$ cat src/rtl/oversample_multi.sv
// rtl/oversample_multi.sv - multi-channel 4^L oversampler with FWFT output FIFO
module oversample_multi #(
  parameter int NUM_CH       = 4,
  parameter int IN_W         = 12,
  parameter int MAX_LOG4_OSR = 4,
  parameter int FIFO_DEPTH   = 8,
  localparam int CH_W  = (NUM_CH > 1) ? $clog2(NUM_CH) : 1,
  localparam int OUT_W = IN_W + MAX_LOG4_OSR,
  localparam int L_W   = $clog2(MAX_LOG4_OSR + 1)
) (
  input  logic              clk,
  input  logic              reset,
  input  logic              eoc,
  input  logic [CH_W-1:0]   channel,
  input  logic [IN_W-1:0]   sample,
  input  logic [L_W-1:0]    log4_osr,
  input  logic [NUM_CH-1:0] ch_enable,
  output logic              out_valid,
  input  logic              out_ready,
  output logic [OUT_W-1:0]  out_data,
  output logic [CH_W-1:0]   out_channel,
  output logic              overflow
);

  localparam int SUM_W = IN_W + 2 * MAX_LOG4_OSR;
  localparam int CNT_W = 2 * MAX_LOG4_OSR;
  localparam int AW    = $clog2(FIFO_DEPTH);
  localparam int ENT_W = CH_W + OUT_W;

  // Per-channel accumulation state
  logic [SUM_W-1:0] acc   [NUM_CH];
  logic [CNT_W-1:0] cnt   [NUM_CH];
  logic [L_W-1:0]   lat_l [NUM_CH];

  // Datapath for the channel addressed this cycle
  logic             accept;
  logic [L_W-1:0]   l_req;
  logic [SUM_W-1:0] cur_acc;
  logic [CNT_W-1:0] cur_cnt;
  logic [L_W-1:0]   cur_lat;
  logic [L_W-1:0]   eff_l;
  logic [SUM_W-1:0] total;
  logic [SUM_W-1:0] res_wide;
  logic [OUT_W-1:0] result;
  logic             last;
  logic             push_req;

  // FIFO state
  logic [ENT_W-1:0] mem [FIFO_DEPTH];
  logic [AW-1:0]    wr_ptr;
  logic [AW-1:0]    rd_ptr;
  logic [AW:0]      count;
  logic             full;
  logic             pop;
  logic             push_ok;
  logic [ENT_W-1:0] head;

  // Accept decode, L selection (new block latches, running block keeps its L) and block result
  always_comb begin
    accept   = 1'b0;
    l_req    = log4_osr;
    cur_acc  = '0;
    cur_cnt  = '0;
    cur_lat  = '0;
    eff_l    = '0;
    total    = '0;
    res_wide = '0;
    result   = '0;
    last     = 1'b0;
    push_req = 1'b0;
    if (32'(log4_osr) > MAX_LOG4_OSR) l_req = L_W'(MAX_LOG4_OSR);
    if (32'(channel) < NUM_CH) begin
      accept  = eoc & ch_enable[channel];
      cur_acc = acc[channel];
      cur_cnt = cnt[channel];
      cur_lat = lat_l[channel];
    end
    eff_l    = (cur_cnt == '0) ? l_req : cur_lat;
    total    = cur_acc + SUM_W'(sample);
    last     = (32'(cur_cnt) == ((32'd1 << (32'd2 * 32'(eff_l))) - 32'd1));
    res_wide = (total >> eff_l) << (L_W'(MAX_LOG4_OSR) - eff_l);
    result   = res_wide[OUT_W-1:0];
    push_req = accept & last & ~reset;
  end

  // Per-channel read-modify-write; a disabled channel discards its partial block
  always_ff @(posedge clk) begin
    for (int c = 0; c < NUM_CH; c++) begin
      if (reset) begin
        acc[c]   <= '0;
        cnt[c]   <= '0;
        lat_l[c] <= '0;
      end else if (!ch_enable[c]) begin
        acc[c] <= '0;
        cnt[c] <= '0;
      end else if (accept && (32'(channel) == c)) begin
        if (cur_cnt == '0) lat_l[c] <= l_req;
        if (last) begin
          acc[c] <= '0;
          cnt[c] <= '0;
        end else begin
          acc[c] <= total;
          cnt[c] <= cur_cnt + CNT_W'(1);
        end
      end
    end
  end

  // FIFO flags; a push into a full FIFO is allowed when the head leaves in the same cycle
  always_comb begin
    full        = (count == (AW+1)'(FIFO_DEPTH));
    out_valid   = (count != '0);
    pop         = out_valid & out_ready;
    push_ok     = push_req & (~full | pop);
    head        = mem[rd_ptr];
    out_data    = out_valid ? head[OUT_W-1:0] : '0;
    out_channel = out_valid ? head[ENT_W-1:OUT_W] : '0;
  end

  // FIFO storage write
  always_ff @(posedge clk) begin
    if (push_ok) mem[wr_ptr] <= {channel, result};
  end

  // FIFO pointers and occupancy
  always_ff @(posedge clk) begin
    if (reset) begin
      wr_ptr <= '0;
      rd_ptr <= '0;
      count  <= '0;
    end else begin
      if (push_ok) wr_ptr <= wr_ptr + AW'(1);
      if (pop)     rd_ptr <= rd_ptr + AW'(1);
      count <= count + (AW+1)'(push_ok) - (AW+1)'(pop);
    end
  end

  // Sticky drop flag
  always_ff @(posedge clk) begin
    if (reset)                    overflow <= 1'b0;
    else if (push_req & ~push_ok) overflow <= 1'b1;
  end

endmodule
$ cat config.mk
export PLATFORM = sky130hd
export DESIGN_NAME = oversample_multi
export DESIGN_NICKNAME = d
export VERILOG_FILES = /design/src/rtl/oversample_multi.sv
export SDC_FILE = /design/constraint.sdc
export NUM_CORES = 1
export LEC_CHECK = 0
export ABC_AREA = 1
export BUFFER_PORTS_ARGS = -buffer_cell sky130_fd_sc_hd__buf_2
export CAP_MARGIN = 20
export CORE_MARGIN = 8
export CORE_UTILIZATION = 55
export DETAILED_ROUTE_END_ITERATION = 8
export PLACE_DENSITY = 0.72
export RECOVER_POWER = 50
export SKIP_CTS_REPAIR_TIMING = 1
export SLEW_MARGIN = 10
export SYNTH_ARGS = -nofsm -noshare
export SYNTH_HDL_FRONTEND = slang
export SYNTH_SLANG_ARGS = --single-unit
$ cat constraint.sdc
create_clock -name clk -period 6.4 [get_ports clk]
set_input_delay 0.32 -clock clk [delete_from_list [all_inputs] [get_ports clk]]
set_output_delay 0.32 -clock clk [all_outputs]
set_load 0.05 [all_outputs]
* Yosys cells after proc, flatten, opt, wreduce, memory -nomap -nowiden
Memory sizes are Yosys's and may differ from the RTL's. A register that Yosys moved wholly into a read port is not among the register bits.
Cells that the tools add are included.
** Cells by class
- Add/subtract/negate cells :: 8
- Magnitude comparators :: 2
- Equal/unequal tests :: 5
- Shift operators :: 3
- Muxes and demuxes :: 103
- Bitwise operators :: 38
- Reduce and logical (&&, ||, !) cells :: 7
** Operators by type and width (count)
- $mux 20 :: 12
- $mux 8 :: 12
- $mux 1 :: 68
- $eq 8x32->1 :: 1
- $shl 1x4->32 const A :: 1
- $sub 32x1->32 const B :: 1
- $or 1x1->1 :: 29
- $mux 3 :: 8
- $add 20x12->20 :: 1
- $shl 20x3->16 :: 1
- $shr 20x3->20 :: 1
- $mux 16 :: 1
- $add 8x1->8 const B :: 1
- $logic_not 8->1 :: 1
- $add 3x1->3 const B :: 2
- $and 1x1->1 :: 6
- $add 4x1->4 :: 1
- $eq 2x2->1 const B :: 2
- $eq 4x4->1 const B :: 1
- $logic_and 1x1->1 :: 4
- $reduce_bool 4->1 :: 1
- $sub 4x1->4 :: 1
- $gt 3x3->1 const B :: 1
- $lt 2x3->1 const B :: 1
- other kinds (6) :: 8
** Storage, ports and cells
- Bits in registers :: 11
- RAM bits :: 268
- Word-level logic and storage cells :: 174
- Memories kept :: 4
** Memories
- mem :: depth 8, bits a word 18, rd ports 1, clocked after memory_dff 1, write ports 1, RTL line 49 : logic [ENT_W-1:0] mem [FIFO_DEPTH];
- acc :: depth 4, bits a word 20, rd ports 1, clocked after memory_dff 0, write ports 4, RTL line 31 : logic [SUM_W-1:0] acc [NUM_CH];
- cnt :: depth 4, bits a word 8, rd ports 1, clocked after memory_dff 0, write ports 4, RTL line 32 : logic [CNT_W-1:0] cnt [NUM_CH];
- lat_l :: depth 4, bits a word 3, rd ports 1, clocked after memory_dff 0, write ports 4, RTL line 33 : logic [L_W-1:0] lat_l [NUM_CH];

* Longest topological paths before layout
Gate-level depths: netlist (run 1).
- Depth in word-level cells :: 13
- Gate-level depth with buffers :: 40
- Mapped depth without buffers :: 37

* Least setup slack after synthesis (run 1)
OpenSTA, ideal clock, no wires.
- Path kind :: input to register
- From :: in channel[1]
- To :: mem mem[0][0] (netlist bit), enable pin
- Arrival :: 5.372 ns
- Data required time :: 6.008 ns
- Setup slack :: 0.635 ns
- Stages on the path :: 35
- Path buffers :: 5
- Cell sequence :: buf_4 buf_6 nand2_1 inv_1 buf_2 nand2_1 nand3_1 inv_1 ha_1 nand3_1 nor2_4 nand2_4 nand2_2 nand2_2 inv_2 buf_6 clkbuf_1 ha_1 inv_1 nand2_1 nor2_2 ha_1 inv_1 or2_2 a21oi_1 o21ai_0 nor2_1 nand3_1 nor2_1 nand4_2 nor2_4 nand2_1 nor2_1 nand2_1 nor2_1
** On the way
- Word-level cells in the longest chain between the ends :: 11
** RTL lines
- from (decl) :: RTL line 14 : input logic [CH_W-1:0] channel,
- $mem_v2 4x8
- $logic_not 8->1 :: RTL line 78 : eff_l = (cur_cnt == '0) ? l_req : cur_lat;
- $mux 3 :: RTL line 78
- $shl 1x4->32 :: RTL line 80 : last = (32'(cur_cnt) == ((32'd1 << (32'd2 * 32'(eff_l))) - 32'd1));
- $sub 32x1->32 :: RTL line 80
- $eq 8x32->1 :: RTL line 80
- $and 1x1->1 (*) (2 in a row) :: RTL line 83 : push_req = accept & last & ~reset;
- $and 1x1->1 (*) :: RTL line 114 : push_ok = push_req & (~full | pop);
- $mux 1 (*) :: RTL line 122 : if (push_ok) mem[wr_ptr] <= {channel, result};
- $mux 1 (implied by the code) (*) :: RTL line 122
- to (decl) :: RTL line 49
Mark *: on every way between the ends. The rest lies on a longest branch, timed or not. The select of a mux whose other input is x is not followed.

* Worst setup path in the final report (run 1)
- From :: in channel[0]
- To :: reg count[2]
** On the way
- Word-level cells in the longest chain between the ends :: 11
** RTL lines
- $mem_v2 4x8
- $logic_not 8->1 :: RTL line 78
- $mux 3 :: RTL line 78
- $shl 1x4->32 :: RTL line 80
- $sub 32x1->32 :: RTL line 80
- $eq 8x32->1 :: RTL line 80
- $and 1x1->1 (*) (2 in a row) :: RTL line 83
- $and 1x1->1 (*) :: RTL line 114
- $add 4x1->4 (*) :: RTL line 134 : count <= count + (AW+1)'(push_ok) - (AW+1)'(pop);
- $sub 4x1->4 (*) :: RTL line 134
- to (signal assigned) :: RTL line 134
- to (decl) :: RTL line 52 : logic [AW:0] count;
Marked as above.
A chain may end at the register's enable or synchronous reset.

==> flow_summary.ini, run 1 <==
[grt]
grt_overflow = 0
grt_max_degree = 74
grt.total_usage = 0.212
grt_pass1_vias = 10388
grt_antenna_before_repair = 0
grt_pass1_wl_um = 53600

[detailed_routing]
drc = 0
drt_iter0_drc = 881
detail_route.wl_per_cell_um = 17.6
first_pass_iters = 5
wirelength_um = 33300
dr_total_vias = 10735
detail-route-antenna-nets = 0
drt-vias-per-instance = 5.68

[yosys]
synth.distinct_cells = 44
syn-cell-area_um2 = 14300
synth-seq-area-share = 0.584
synth_fp_nets = 1551
yosysTopAreaCellShare = 0.565
synth_edf_count = 268
syn_area_per_cell_um2 = 9.51
ys_warn_count = 0
syn_inst = 1499
synth_top_area_cell = edfxtp_1
synth-main-ff-cell = edfxtp_1
ys_ff_latch = 282
synthArstFlopShare = 0
synthTopCellsByArea = edfxtp_1 56%, nand2_1 7.5%, nor2_1 7.5%, nand3_1 5.4%, o21ai_0 4.3%

[timing]
finalSetupTns_ns = 0
setup_viol = 0
relSlewSlack = -0.348
tightest_slew_ns = 2.02
drv_slew = 167
rsz0062_at_grt = false
max_freq_ghz = 0.177
skew_ns = 0.0147
whs_ns = 0.0385
fin_crit_ns = 5.66
post-route-period-util = 0.885
hold_viol = 0

[layout]
areaGrowthSynthToFinish_pct = 10.0
final_core_util = 0.609
final_cell_mix = 286 x nand2_1, 275 x nor2_1, 268 x edfxtp_1
layout-drive-gt1-share = 0.0926
fin_cells = 1890
num-nets-final = 1585
n_antenna_cell = 0
layout_commonest_cell = nand2_1

[floorplanning]
ios = 45
die_w_um = 177
initial_core_util = 0.553
die_h_um = 177
fp.dieArea_um2 = 31300
core_area_um2 = 25800
rows = 59

[critical_path]
worst_setup_path_start_kind = input pin
cpPeakStageDelay_ns = 0.39
critPathKind = input pin to flop
cp.required_ns = 6.84
path_buf_inv = 5
end_kind = flop
cpMostUsedCell = nand2_1
arrival_ns = 6.11
r2r_cells = 32
cp_max_fo = 22
cp_top_family = simple AND/OR/NAND/NOR gates
cp.depth = 34
slowest_stage = fa_1

[power_and_ir_drop]
switchingPower_mw = 2.07
p_leak_nw = 6.26
ir_drop_v = 0.000335
seqPwrFrac = 0.393
p_sw_frac = 0.363
powerDensity_nw_per_um2 = 364
clkPwrFrac = 0.289
combinationalPowerShare = 0.318
internal_power_mw = 3.64

[clocking]
cts_tree = done
clock_tree.buffer_depth = 3
cts_made_buffers = 28
htreeDepth = 1
clk_pin_slew_ns = 0.06
clockRootBuffer = clkbuf_16
clkLatencyLatePin_ns = 0.55
clock-sinks = 282

[placed_design]
gp_congestion = 0.936
port_buffers = 44
post-dp-hpwl_um = 22300
dp_cells = 1836

[worst_hold_path]
holdPathStages = 2
hp-class = input pin to flop

[outcome]
violations = max-capacitance violations, max-slew violations
status = finished with violations

[job]
drv_cap = 5
[power by group through the flow]
stage	Clock, mW	Combinational (mW)	Sequential, mW
after floorplan	0	1.35	2.27
after global placement	0	1.78	2.28
after detailed placement	0	1.80	2.28
after CTS	1.67	1.81	2.24
after global routing	1.74	2.00	2.25
final	1.65	1.81	2.24
[metrics by stage]
stage	setup slack [ns]	area, um2	total power [mW]
6_report	0.737	15700	5.71
5_1_grt	0.259	15700	5.99
4_1_cts	0.985	15700	5.73
3_5_place_dp	0.399	14700	4.08
3_3_place_gp	0.692	14700	4.06
2_1_floorplan	0.635	14300	3.62
[area by class of cell]
type,instances,area (um2)
clock buffer,33,719
clock inverter,19,226
fill,2168,10100
inverter,86,323
multi-input combinational,1059,5210
sequential,282,8330
tap,335,419
timing repair buffer,76,458
[synth_stat cells (all sizes together) (8+ instances only)]
library cell  instances
a21oi                28
dfxtp                14
inv                  82
o21ai               127
nand2               298
nand4                16
edfxtp              268
buf                  33
nor2                294
xor2                 13
a22oi                24
a31oi                18
or2                   8
clkbuf               39
o22ai                18
ha                   25
nand3               163
[cell families after synthesis]
group	share of synthesized area
flip-flops	0.584
buffers and inverters	0.0514
AND/OR/NAND/NOR	0.237
AO/OA/AOI/OAI	0.0892
adder cells (fa/ha/maj)	0.0248
multiplexers	0.000702
XOR/XNOR	0.0123
[state kept, by name, summed over array words and instances, names as in the netlist, named ones only]
register / count
mem: 144
acc: 80
cnt: 32
lat_l: 12
count: 4
rd_ptr: 3
wr_ptr: 3
overflow: 1
[layer usage]
| metal | global-route usage | vias to the layer above | wire length, um |
|---|---|---|---|
| met5 | 0 | - | 0 |
| met4 | 0.0571 | 0 | 658 |
| met3 | 0.0250 | 48 | 1860 |
| met2 | 0.366 | 326 | 16300 |
| met1 | 0.278 | 5112 | 14500 |
| li1 | - | 5249 | - |
[path summary, 6_finish.rpt]
| check | start | to | slack (ns) |
|---|---|---|---|
| worst min-delay path | reset | count[0]$_SDFF_PP0_ | 0.04 |
| worst min register to register | overflow$_SDFFE_PP0P_ | overflow$_SDFFE_PP0P_ | 0.45 |
| worst max-delay path | channel[0] | count[2]$_SDFF_PP0_ | 0.74 |
| worst max register to register | cnt[2][1]$_SDFFCE_PN0P_ | count[2]$_SDFF_PP0_ | 0.92 |
(Power assumes the default switching activity.)
==> run 2: changes to the inputs <==
Settings changed: CORE_UTILIZATION 55 to 35, PLACE_DENSITY 0.72 to unset.
==> run 2 against run 1 <==
  * The run still ends with max-capacitance violations, max-slew violations left
  * Largest power group unchanged
  * Combinational power grew 3%
  * Sequential power is essentially flat
  * Highest routed layer unchanged
  * Worst setup slack lost 0.013 ns
==> flow_summary.ini, run 2 (synthesis results as in run 1) <==
[outcome]
status = finished with violations
violations = max-capacitance violations, max-slew violations

[power_and_ir_drop]
ir_drop_v = 0.000228
powerDensity_nw_per_um2 = 364
p_leak_nw = 6.24

[timing]
fin_crit_ns = 5.68
skew_ns = 0.0205
rsz0062_at_grt = false
max_freq_ghz = 0.176
relSlewSlack = -0.429
tightest_slew_ns = 2.14
finalSetupTns_ns = 0
hold_viol = 0
post-route-period-util = 0.887
setup_viol = 0
drv_slew = 162

[placed_design]
port_buffers = 44
gp_congestion = 0.854
post-dp-hpwl_um = 24300

[layout]
n_antenna_cell = 0
layout_commonest_cell = nand2_1
final.fill_count = 4001
largestRegisters = mem (144), acc (80), cnt (32)
regMostFlops = mem
final_core_util = 0.392
areaGrowthSynthToFinish_pct = 11.5
largest_reg_flops = 144
num-nets-final = 1587
final_cell_mix = 285 x nand2_1, 275 x nor2_1, 268 x edfxtp_1
layout-drive-gt1-share = 0.0919

[clocking]
clkLatencyLatePin_ns = 0.57
cts_tree = done
htreeDepth = 1
clk_pin_slew_ns = 0.06
cts_made_buffers = 30
clock-sinks = 282
clock_tree.buffer_depth = 3
clockRootBuffer = clkbuf_16

[detailed_routing]
dr_total_vias = 10804
first_pass_iters = 5
detail_route.wl_per_cell_um = 17.7
detail-route-antenna-nets = 0
wirelength_um = 36900
drt-vias-per-instance = 5.17
drc = 0
drt_iter0_drc = 1010

[grt]
grt_antenna_before_repair = 0
grt_overflow = 0
grt_pass1_vias = 10369
grt_pass1_wl_um = 57700
grt_max_degree = 46
grt.total_usage = 0.151

[floorplanning]
fp.dieArea_um2 = 47400
die_w_um = 218
initial_core_util = 0.352
ios = 45
die_h_um = 218
core_area_um2 = 40600
rows = 74

[critical_path]
cpMostUsedCell = nand2_1
arrival_ns = 6.13
cp_max_fo = 22
end_kind = flop
critPathKind = input pin to flop
cpPeakStageDelay_ns = 0.38
cp.required_ns = 6.85
slowest_stage = buf_2
worst_setup_path_start_kind = input pin

[worst_hold_path]
hp-class = input pin to flop

[job]
drv_cap = 5
run 2: cell types whose count changed in the layout (fill, tap and decap cells not counted), sizes merged:
cell,change
buf,-1
clkinv,-5
clkinvlp,+2
bufinv,-1
clkbuf,+6
run 2: metrics by stage:
step | setup WS (ns) | total power, mW | std cells | hold WS (ns) | cell area [um2]
floorplan | 0.635 | 3.62 | 1499 | 0.419 | 14300
global placement | 0.537 | 4.15 | 2035 | 0.441 | 15000
detailed placement | 0.301 | 4.17 | 2035 | 0.449 | 15000
CTS | 0.883 | 5.86 | 2088 | 0.0105 | 15900
global route | 0.229 | 6.09 | 2088 | 0.0277 | 15900
finish | 0.724 | 5.79 | 2088 | 0.0337 | 15900
run 2: critical path, delay by kind of cell:
kind                       cells  cell delay, ns
xor gates and xnor gates       1            0.16
buffers and inverters          7            1.35
AOI/OAI and AO/OA              2            0.19
and+or+nand+nor               20            2.83
adders and majority gates      5            1.24
run 2: final timing paths:
path / slack [ns] / cells after the start / start / to
min reg2reg: 0.46 / 2 / overflow$_SDFFE_PP0P_ / overflow$_SDFFE_PP0P_
min: 0.03 / 2 / reset / wr_ptr[2]$_SDFFE_PP0P_
max: 0.72 / 35 / channel[0] / count[2]$_SDFF_PP0_
max reg2reg: 0.92 / 31 / cnt[0][0]$_SDFFCE_PN0P_ / count[2]$_SDFF_PP0_
run 2: final cells by class:
class | instances | area [um2] | area share
clock buffer | 38 | 802 | 0.0504
clock inverter | 15 | 151 | 0.00952
inverter | 86 | 323 | 0.0203
multi-input combinational | 1059 | 5210 | 0.328
sequential | 282 | 8330 | 0.524
tap | 532 | 666 | 0.0419
timing repair buffer | 76 | 413 | 0.0260
run 2: metal layers:
layer  global-route usage  vias to the layer above  wire length, um
met4               0.0352                        0              746
met1                0.206                     5185            16500
met5                    0                        -                0
met3               0.0209                       56             2210
met2                0.253                      308            17400
li1                     -                     5255                -
run 2: where the power goes:
part           switching (mW)  internal, mW  leakage [nW]  total (mW)
clock                   0.690         0.998         0.457        1.69
sequential             0.0205          2.22          2.79        2.24
combinational            1.43         0.433          2.99        1.86
total                    2.14          3.65          6.24        5.79
